`config.mk`:
```
export PLATFORM = sky130hd
export DESIGN_NAME = aes_load_bridge
export DESIGN_NICKNAME = d
export VERILOG_FILES = /design/src/rtl/aes_bridge_pkg.sv /design/src/rtl/aes_word_regs.sv /design/src/rtl/aes_load_bridge.sv
export SDC_FILE = /design/constraint.sdc
export NUM_CORES = 1
export LEC_CHECK = 0
export CAP_MARGIN = 20
export CORE_MARGIN = 4
export CORE_UTILIZATION = 47
export CTS_BUF_LIST = sky130_fd_sc_hd__clkbuf_8
export CTS_CLUSTER_DIAMETER = 150
export CTS_CLUSTER_SIZE = 8
export DETAILED_ROUTE_END_ITERATION = 6
export PLACE_DENSITY_LB_ADDON = 0.3
export SETUP_SLACK_MARGIN = 0.05
export SLEW_MARGIN = 20
export SYNTH_ARGS = -nofsm -noshare
export SYNTH_HDL_FRONTEND = slang
export SYNTH_SLANG_ARGS = --single-unit
```
`constraint.sdc`:
```
create_clock -name clock -period 28.3 [get_ports clock]
set_input_delay 2.83 -clock clock [delete_from_list [all_inputs] [get_ports clock]]
set_output_delay 2.83 -clock clock [all_outputs]
set_load 0.02 [all_outputs]
```
`src/rtl/aes_bridge_pkg.sv`:
```
// Shared types and constants for the AES word-serial load bridge.
package aes_bridge_pkg;

    typedef enum logic [1:0] {
        IDLE  = 2'd0,
        START = 2'd1,
        WAIT  = 2'd2
    } state_t;

    localparam logic [2:0] KEY_W0 = 3'd0;
    localparam logic [2:0] PT_W0  = 3'd4;

    localparam logic [7:0] MASK_FULL = 8'hFF;
    localparam logic [7:0] MASK_KEY  = 8'h0F;

endpackage

```
`src/rtl/aes_word_regs.sv`:
```
// Eight 32-bit operand words (key 0-3, plaintext 4-7) with a per-word valid mask.
// Word 0 of each operand lands in the most significant 32 bits.
module aes_word_regs
    import aes_bridge_pkg::*;
(
    input  logic         clock,
    input  logic         reset,
    input  logic         wr_en,
    input  logic [2:0]   wr_addr,
    input  logic [31:0]  wr_data,
    input  logic         clear_pt,
    output logic [7:0]   mask,
    output logic [127:0] key,
    output logic [127:0] pt
);

    logic [31:0] words [8];

    // NOTE: the operand words are reset along with the mask so key/pt
    // outputs read as zero after reset; this is a small register file, not a RAM.
    always_ff @(posedge clock or posedge reset) begin
        if (reset) begin
            for (int i = 0; i < 8; i++) begin
                words[i] <= '0;
            end
            mask <= '0;
        end else begin
            if (clear_pt) begin
                mask <= mask & MASK_KEY;
            end
            if (wr_en) begin
                words[wr_addr] <= wr_data;
                mask[wr_addr]  <= 1'b1;
            end
        end
    end

    assign key = {words[KEY_W0], words[KEY_W0 + 3'd1], words[KEY_W0 + 3'd2], words[KEY_W0 + 3'd3]};
    assign pt  = {words[PT_W0],  words[PT_W0 + 3'd1],  words[PT_W0 + 3'd2],  words[PT_W0 + 3'd3]};

endmodule

```
`src/rtl/aes_load_bridge.sv`:
```
// Word-serial front end for the AES core: assembles operands, launches the core,
// waits for completion with a timeout and holds the ciphertext for readback.
module aes_load_bridge
    import aes_bridge_pkg::*;
#(
    parameter int TIMEOUT = 255
) (
    input  logic         clock,
    input  logic         reset,
    input  logic         wr_valid,
    output logic         wr_ready,
    input  logic [2:0]   wr_addr,
    input  logic [31:0]  wr_data,
    input  logic         start,
    output logic         busy,
    output logic         done,
    output logic         err_incomplete,
    output logic         err_timeout,
    input  logic [1:0]   rd_idx,
    output logic [31:0]  rd_data,
    output logic [127:0] key_out,
    output logic [127:0] pt_out,
    output logic         core_start,
    input  logic         core_done,
    input  logic [127:0] core_dout
);

    localparam int CW = $clog2(TIMEOUT + 1);

    state_t          state;
    state_t          state_d;
    logic [CW-1:0]   cnt;
    logic [127:0]    result;
    logic [7:0]      mask;
    logic            wr_en;
    logic            accept;
    logic            reject;
    logic            capture;
    logic            expire;

    assign wr_ready   = (state == IDLE) & ~start;
    assign wr_en      = wr_valid & wr_ready;
    assign busy       = (state != IDLE);
    assign core_start = (state == START);

    aes_word_regs u_regs (
        .clock    (clock),
        .reset    (reset),
        .wr_en    (wr_en),
        .wr_addr  (wr_addr),
        .wr_data  (wr_data),
        .clear_pt (accept),
        .mask     (mask),
        .key      (key_out),
        .pt       (pt_out)
    );

    // NOTE: state and flags use non-blocking assignments so every register
    // samples the pre-edge values of its neighbours.
    always_ff @(posedge clock or posedge reset) begin
        if (reset) begin
            state <= IDLE;
        end else begin
            state <= state_d;
        end
    end

    // NOTE: every output of this block gets a default first, so no path
    // through the case leaves a signal unassigned and no latch is inferred.
    always_comb begin
        state_d = state;
        accept  = 1'b0;
        reject  = 1'b0;
        capture = 1'b0;
        expire  = 1'b0;
        case (state)
            IDLE: begin
                if (start) begin
                    if (mask == MASK_FULL) begin
                        accept  = 1'b1;
                        state_d = START;
                    end else begin
                        reject = 1'b1;
                    end
                end
            end
            START: state_d = WAIT;
            WAIT: begin
                // Completion on the timeout edge still counts as a good run.
                if (core_done) begin
                    capture = 1'b1;
                    state_d = IDLE;
                end else if (cnt == CW'(TIMEOUT - 1)) begin
                    expire  = 1'b1;
                    state_d = IDLE;
                end
            end
            default: state_d = IDLE;
        endcase
    end

    always_ff @(posedge clock or posedge reset) begin
        if (reset) begin
            cnt            <= '0;
            result         <= '0;
            done           <= 1'b0;
            err_incomplete <= 1'b0;
            err_timeout    <= 1'b0;
        end else begin
            if (state == START) begin
                cnt <= '0;
            end else if (state == WAIT) begin
                cnt <= cnt + 1'b1;
            end
            if (accept) begin
                done           <= 1'b0;
                err_incomplete <= 1'b0;
                err_timeout    <= 1'b0;
            end
            if (reject) begin
                err_incomplete <= 1'b1;
            end
            if (capture) begin
                result <= core_dout;
                done   <= 1'b1;
            end
            if (expire) begin
                err_timeout <= 1'b1;
            end
        end
    end

    // Index 0 selects the most significant word.
    assign rd_data = result[{~rd_idx, 5'd0} +: 32];

endmodule

```
Word level (Yosys, flattened, before mapping)
Cells that the tools add are included.
{"block": "totals", "ff_bits": 405, "latch_bits": 0, "ram_bits": 0, "rom_bits": 0, "inputBits": 170, "out_inout_bits": 294, "wordCells": 72, "memories": 0}
{"block": "op_classes", "addsub": 1, "mul": 0, "div": 0, "n_lt_le_gt_ge": 4, "n_eq_ne": 7, "shift": 1, "mux": 29, "n_bitwise": 6, "reduce_logical": 9}
{"operator": "bitwise mux 256 bit", "n": 1}
{"operator": "indexed part select 128 x 8 -> 32 bit", "n": 1}
{"operator": "demux 32 bit (select 3 bit)", "n": 1}
{"operator": "two-way mux 32 bit", "n": 1}
{"operator": "two-way mux 8 bit", "n": 4}
{"operator": "equality test 8 bit (second input constant)", "n": 2}
{"operator": "two-way mux 1 bit", "n": 16}
{"operator": "nonzero test 2 bit", "n": 5}
{"operator": "adder 8 x 1 -> 8 bit (second input constant)", "n": 1}
{"operator": "two-way mux 2 bit", "n": 4}
{"operator": "OR 8 bit", "n": 1}
{"operator": "one-hot mux 2 bit (3 select lines)", "n": 1}
{"operator": "greater-or-equal comparator 4 bit (second input constant)", "n": 1}
{"operator": "less-than comparator 3 x 4 -> 1 bit (second input constant)", "n": 1}
{"operator": "less-than comparator 4 x 1 -> 1 bit (second input constant)", "n": 1}
{"operator": "NOT 3 -> 4 bit", "n": 1}
{"operator": "demux 1 bit (select 3 bit)", "n": 1}
{"operator": "greater-or-equal comparator 3 x 1 -> 1 bit (second input constant)", "n": 1}
{"operator": "inequality test 3 bit (second input constant)", "n": 1}
{"operator": "AND reduction 3 bit", "n": 1}
{"operator": "AND 1 bit", "n": 2}
{"operator": "equality test 2 x 1 -> 1 bit (second input constant)", "n": 1}
{"operator": "equality test 2 bit (second input constant)", "n": 1}
{"operator": "logical AND 1 bit", "n": 2}
{"operator": "other kinds (5)", "n": 5}

Longest topological paths before layout
{"block": "depth", "ltp_word": 7, "depth_mapped": 7, "ltp_nobuf": 6}

Cells and area by module
Synthesis repeated with hierarchy kept, for this count alone.
{"block": "hier_totals", "hier_cells": 959, "area_unflattened_um2": 16158.0}
{"mod": "aes_word_regs", "instances": 1, "cells_per_inst": 572, "area_per_inst_um2": 9870.7, "seq_area_each_um2": 6606.3}
{"mod": "aes_load_bridge", "instances": 1, "cells_per_inst": 387, "area_per_inst_um2": 6287.3, "seq_area_each_um2": 3528.4}

Least setup slack after synthesis
No wires, ideal clock.
{"block": "synth_path", "kind": "input-to-output", "start": "in rd_idx[0]", "end": "out rd_data[10]", "arrival_time_ps": 3954, "required_time_ps": 25470, "path_slack_ps": 21516, "stages": 3, "n_path_buf": 2, "cell_sequence": "clkbuf_1 buf_2 mux4_2"}
{"block": "synth_via", "elab_chain_len": 2}
{"element": "start, declared", "line_no": "aes_load_bridge.sv:19", "source": "input logic [1:0] rd_idx,"}
{"element": "NOT 2 bit", "line_no": "aes_load_bridge.sv:134", "source": "assign rd_data = result[{~rd_idx, 5'd0} +: 32];"}
{"element": "indexed part select 128 x 8 -> 32 bit", "line_no": "aes_load_bridge.sv:134"}
{"element": "end, declared", "line_no": "aes_load_bridge.sv:20", "source": "output logic [31:0] rd_data,"}
Every way passes these cells.

Final worst setup path
{"block": "layout_path", "start": "in rd_idx[1]", "end": "out rd_data[0]"}
Same word-level chain as after synthesis.

==> summary.md <==
| Metric | Value |
|---|---|
| Status | complete, no violations |
| Routed Antenna Nets | 0 |
| Die Span X | 193 µm |
| Register Area | 0.0101 mm² |
| Yosys warning total | 0 |
| DIE HEIGHT | between 150 and 200 µm |
| Clk sinks | 405 |
| Synth Area per Inst | 16.8 µm² |
| Crit path cell chain | clkdlybuf4s50_1 > buf_4 > mux4_2 > clkdlybuf4s50_1 |
| Syn-to-layout area delta | 37.0% |
| Clk_skew | 0.0216 ns |
| Initial antenna violation count | 6 |
| Share of layout cells above drive strength 1 | between 30 and 40% |
| GPL Wtd Cong | approximately 0.86 |
| Pre-antenna DRT Iters | 4 |
| CTS Buffer Depth | 3 |
| Multi-input gate area | 0.00561 mm² |
| Worst-path maximum fanout | 32 |
| Wire per inst | ~24 µm |
| Port bufs | between 400 and 500 |
| Cell area after synthesis | between 0.015 and 0.02 mm² |
| Number of I/O pins | 464 |
| DP Area | 0.0211 mm² |
| Most frequent cells in the layout | clkdlybuf4s50_1 (462), dfrtp_1 (405), mux2_2 (379) |
| Die area | approximately 0.037 mm² |
| WS Path Type | input pin to primary output |
| Max Cap Violations | 0 |
| WP data arrival | 4.66 ns |
| Vias | 10,100 |
| Setup TNS Final | 0 ns |
| CP peak stage delay | 0.58 ns |
| Fillers | around 2,500 |
| Post CTS Setup Buffer Count | 0 |
| Setup violators final | 0 |
| Inserted Clock Buffers | 56 |
| DRC Markers | 0 |
| Final hold vios | 0 |
| Leakage | 9.44 nW |
| Slew @ Worst Pin | 0.993 ns |
| Layout Nets | 1,614 |
| CP bufs+invs | 3 |
| Top cells by area, synth | dfrtp_1 (63%), mux2_2 (27%), mux4_2 (4.5%), buf_2 (0.75%), mux2_1 (0.56%) |
| Detailed Route Iter0 Violations | 410 |
| Max Fclk | 0.133 GHz |
| Root buf cell | clkbuf_8 |
| Final wirelength | 44,800 µm |
| Hold Path Class | register to register |
| Final hold slack | 0.469 ns |
| Commonest non-fill, non-tap cell in the layout | clkdlybuf4s50_1 |
| Setup crit end kind | primary output |
| RSZ-0062 raised after global routing | false |
| Largest net degree at the start of global routing | 127 |
| Post-Syn Nets | 1,126 |
| Setup crit start kind | input pin |
| H-Tree Depth | 2 |
| Synth top area share | 63.3% |
| Cells after Synth | 950 |
| Pwr Density | 110 mW/mm² |
| Maximum VDD drop | 0.0806 mV |
| Tcrit/Tclk final | 26.5% |
| Most frequent CP cell | clkdlybuf4s50_1 |
| Vias in the first global route | 11,100 |
| Core ar. | 0.0335 mm² |
| Worst slew margin | 33.8% |
| Hold_buf cts | 0 |
| Post_cts resized | 0 |
| CTS tree | yes |
| Clock network latency to the later pin of the worst-skew pair | a little over 0.6 ns |
| Cell Rows | 67 |
| Clock slew at reported path FFs | 0.07 ns |
| Final instance area | ~0.022 mm² |
| Post-DP HPWL | 31,500 µm |
| Final Critical Period | between 7 and 8 ns |
| Pwr Total | 2.42 mW |
| Yosys top cell by area | dfrtp_1 |
| Initial core utilization | 47.7% |
| All-Layer GR Usage | 23.8% |
| WP data required | 25.47 ns |
| Slew Viols, Final | 0 |
| Synth unique cells | 35 |
| Total gr overflow | 0 |
| Synthesized flop and latch total | 405 |
| First-pass GRT wire length | 67,200 µm |
| Crit-path leading delay family | buffers and inverters |
| Vias/cell | 5.30 |
| Sequential share of the synthesized area | 63.3% |
| CP max-delay cell | clkdlybuf4s50_1 |
## final timing paths
kind | startpoint | to | slack [ns] | depth (start not counted)
setup / recovery | rd_idx[1] | rd_data[0] | 20.81 | 4
hold / removal | u_regs.mask[2] | u_regs.mask[2] | 0.47 | 1
setup reg to reg | state[0] | result[86] | 25.53 | 5
hold reg to reg | u_regs.mask[2] | u_regs.mask[2] | 0.47 | 1
max in group asynchronous | reset | u_regs.key[32] | 23.22 | 4
min in group asynchronous | reset | result[5] | 2.78 | 2
## per-layer routing
metal / share of wire [%] / track usage, % / vias up / wire length [µm]
met5: 0.029 / 0 / - / 13
met4: 3.9 / 10.3 / 2 / 1750
met3: 9.2 / 9.08 / 93 / 4110
met2: 49 / 39.1 / 377 / 22000
met1: 38 / 28.1 / 5201 / 16900
li1: - / - / 4380 / -
## cells by family after synthesis
logic type / count (synthesis) / synth area share (%)
flip-flops: 405 / 63.3
XOR/XNOR: 3 / 0.164
adder cells (fa/ha/maj): 6 / 0.469
AND/OR/NAND/NOR: 45 / 1.85
multiplexers: 420 / 31.8
buffers and inverters: 54 / 1.74
AO/OA/AOI/OAI: 17 / 0.633
## area by class of cell
class | count | share of cell area, %
Clock buffer | 56 | 3.52
Antenna cell | 8 | 0.0913
Multi-Input combinational cell | 491 | 25.6
Clock inverter | 4 | 0.143
Inverter | 6 | 0.137
Timing Repair Buffer | 478 | 21.7
Sequential cell | 405 | 46.2
Tap cell | 448 | 2.56
## metrics by stage
stage | setup WS, ns | util, % | std cells
floorplan | 14.20 | - | 950
global placement | 20.83 | 62.8 | 1827
detailed placement | 20.82 | 62.8 | 1827
CTS | 20.80 | 65.2 | 1887
global route | 20.76 | 65.3 | 1893
finish | 20.81 | 65.4 | 1896
## synth_stat cells (all sizes together)
cell / n
inv: 6
xor2: 1
nand4: 4
nand2b: 5
ha: 6
or4: 1
clkbuf: 16
nand2: 12
nand3b: 2
buf: 32
nor2b: 2
nand3: 4
or2: 1
xnor2: 2
mux2: 387
mux2i: 1
a22o: 2
o21ai: 5
nor4: 1
dfrtp: 405
mux4: 32
nor2: 8
nor3: 2
a21o: 3
nor3b: 3
o22ai: 1
a21oi: 6
## sequential cells by signal (all words and copies together) (netlist names)
name	cells
cnt	8
done	1
err_incomplete	1
err_timeout	1
result	128
state	2
u_regs.key	128
u_regs.mask	8
u_regs.pt	128
## where the power goes
part           internal [mW]  switching, mW  leakage [nW]
sequential             0.838          0.145          4.99
combinational          0.573          0.484          4.03
clock                  0.177          0.202         0.420
total                   1.59          0.831          9.44
(Power assumes the default switching activity.)
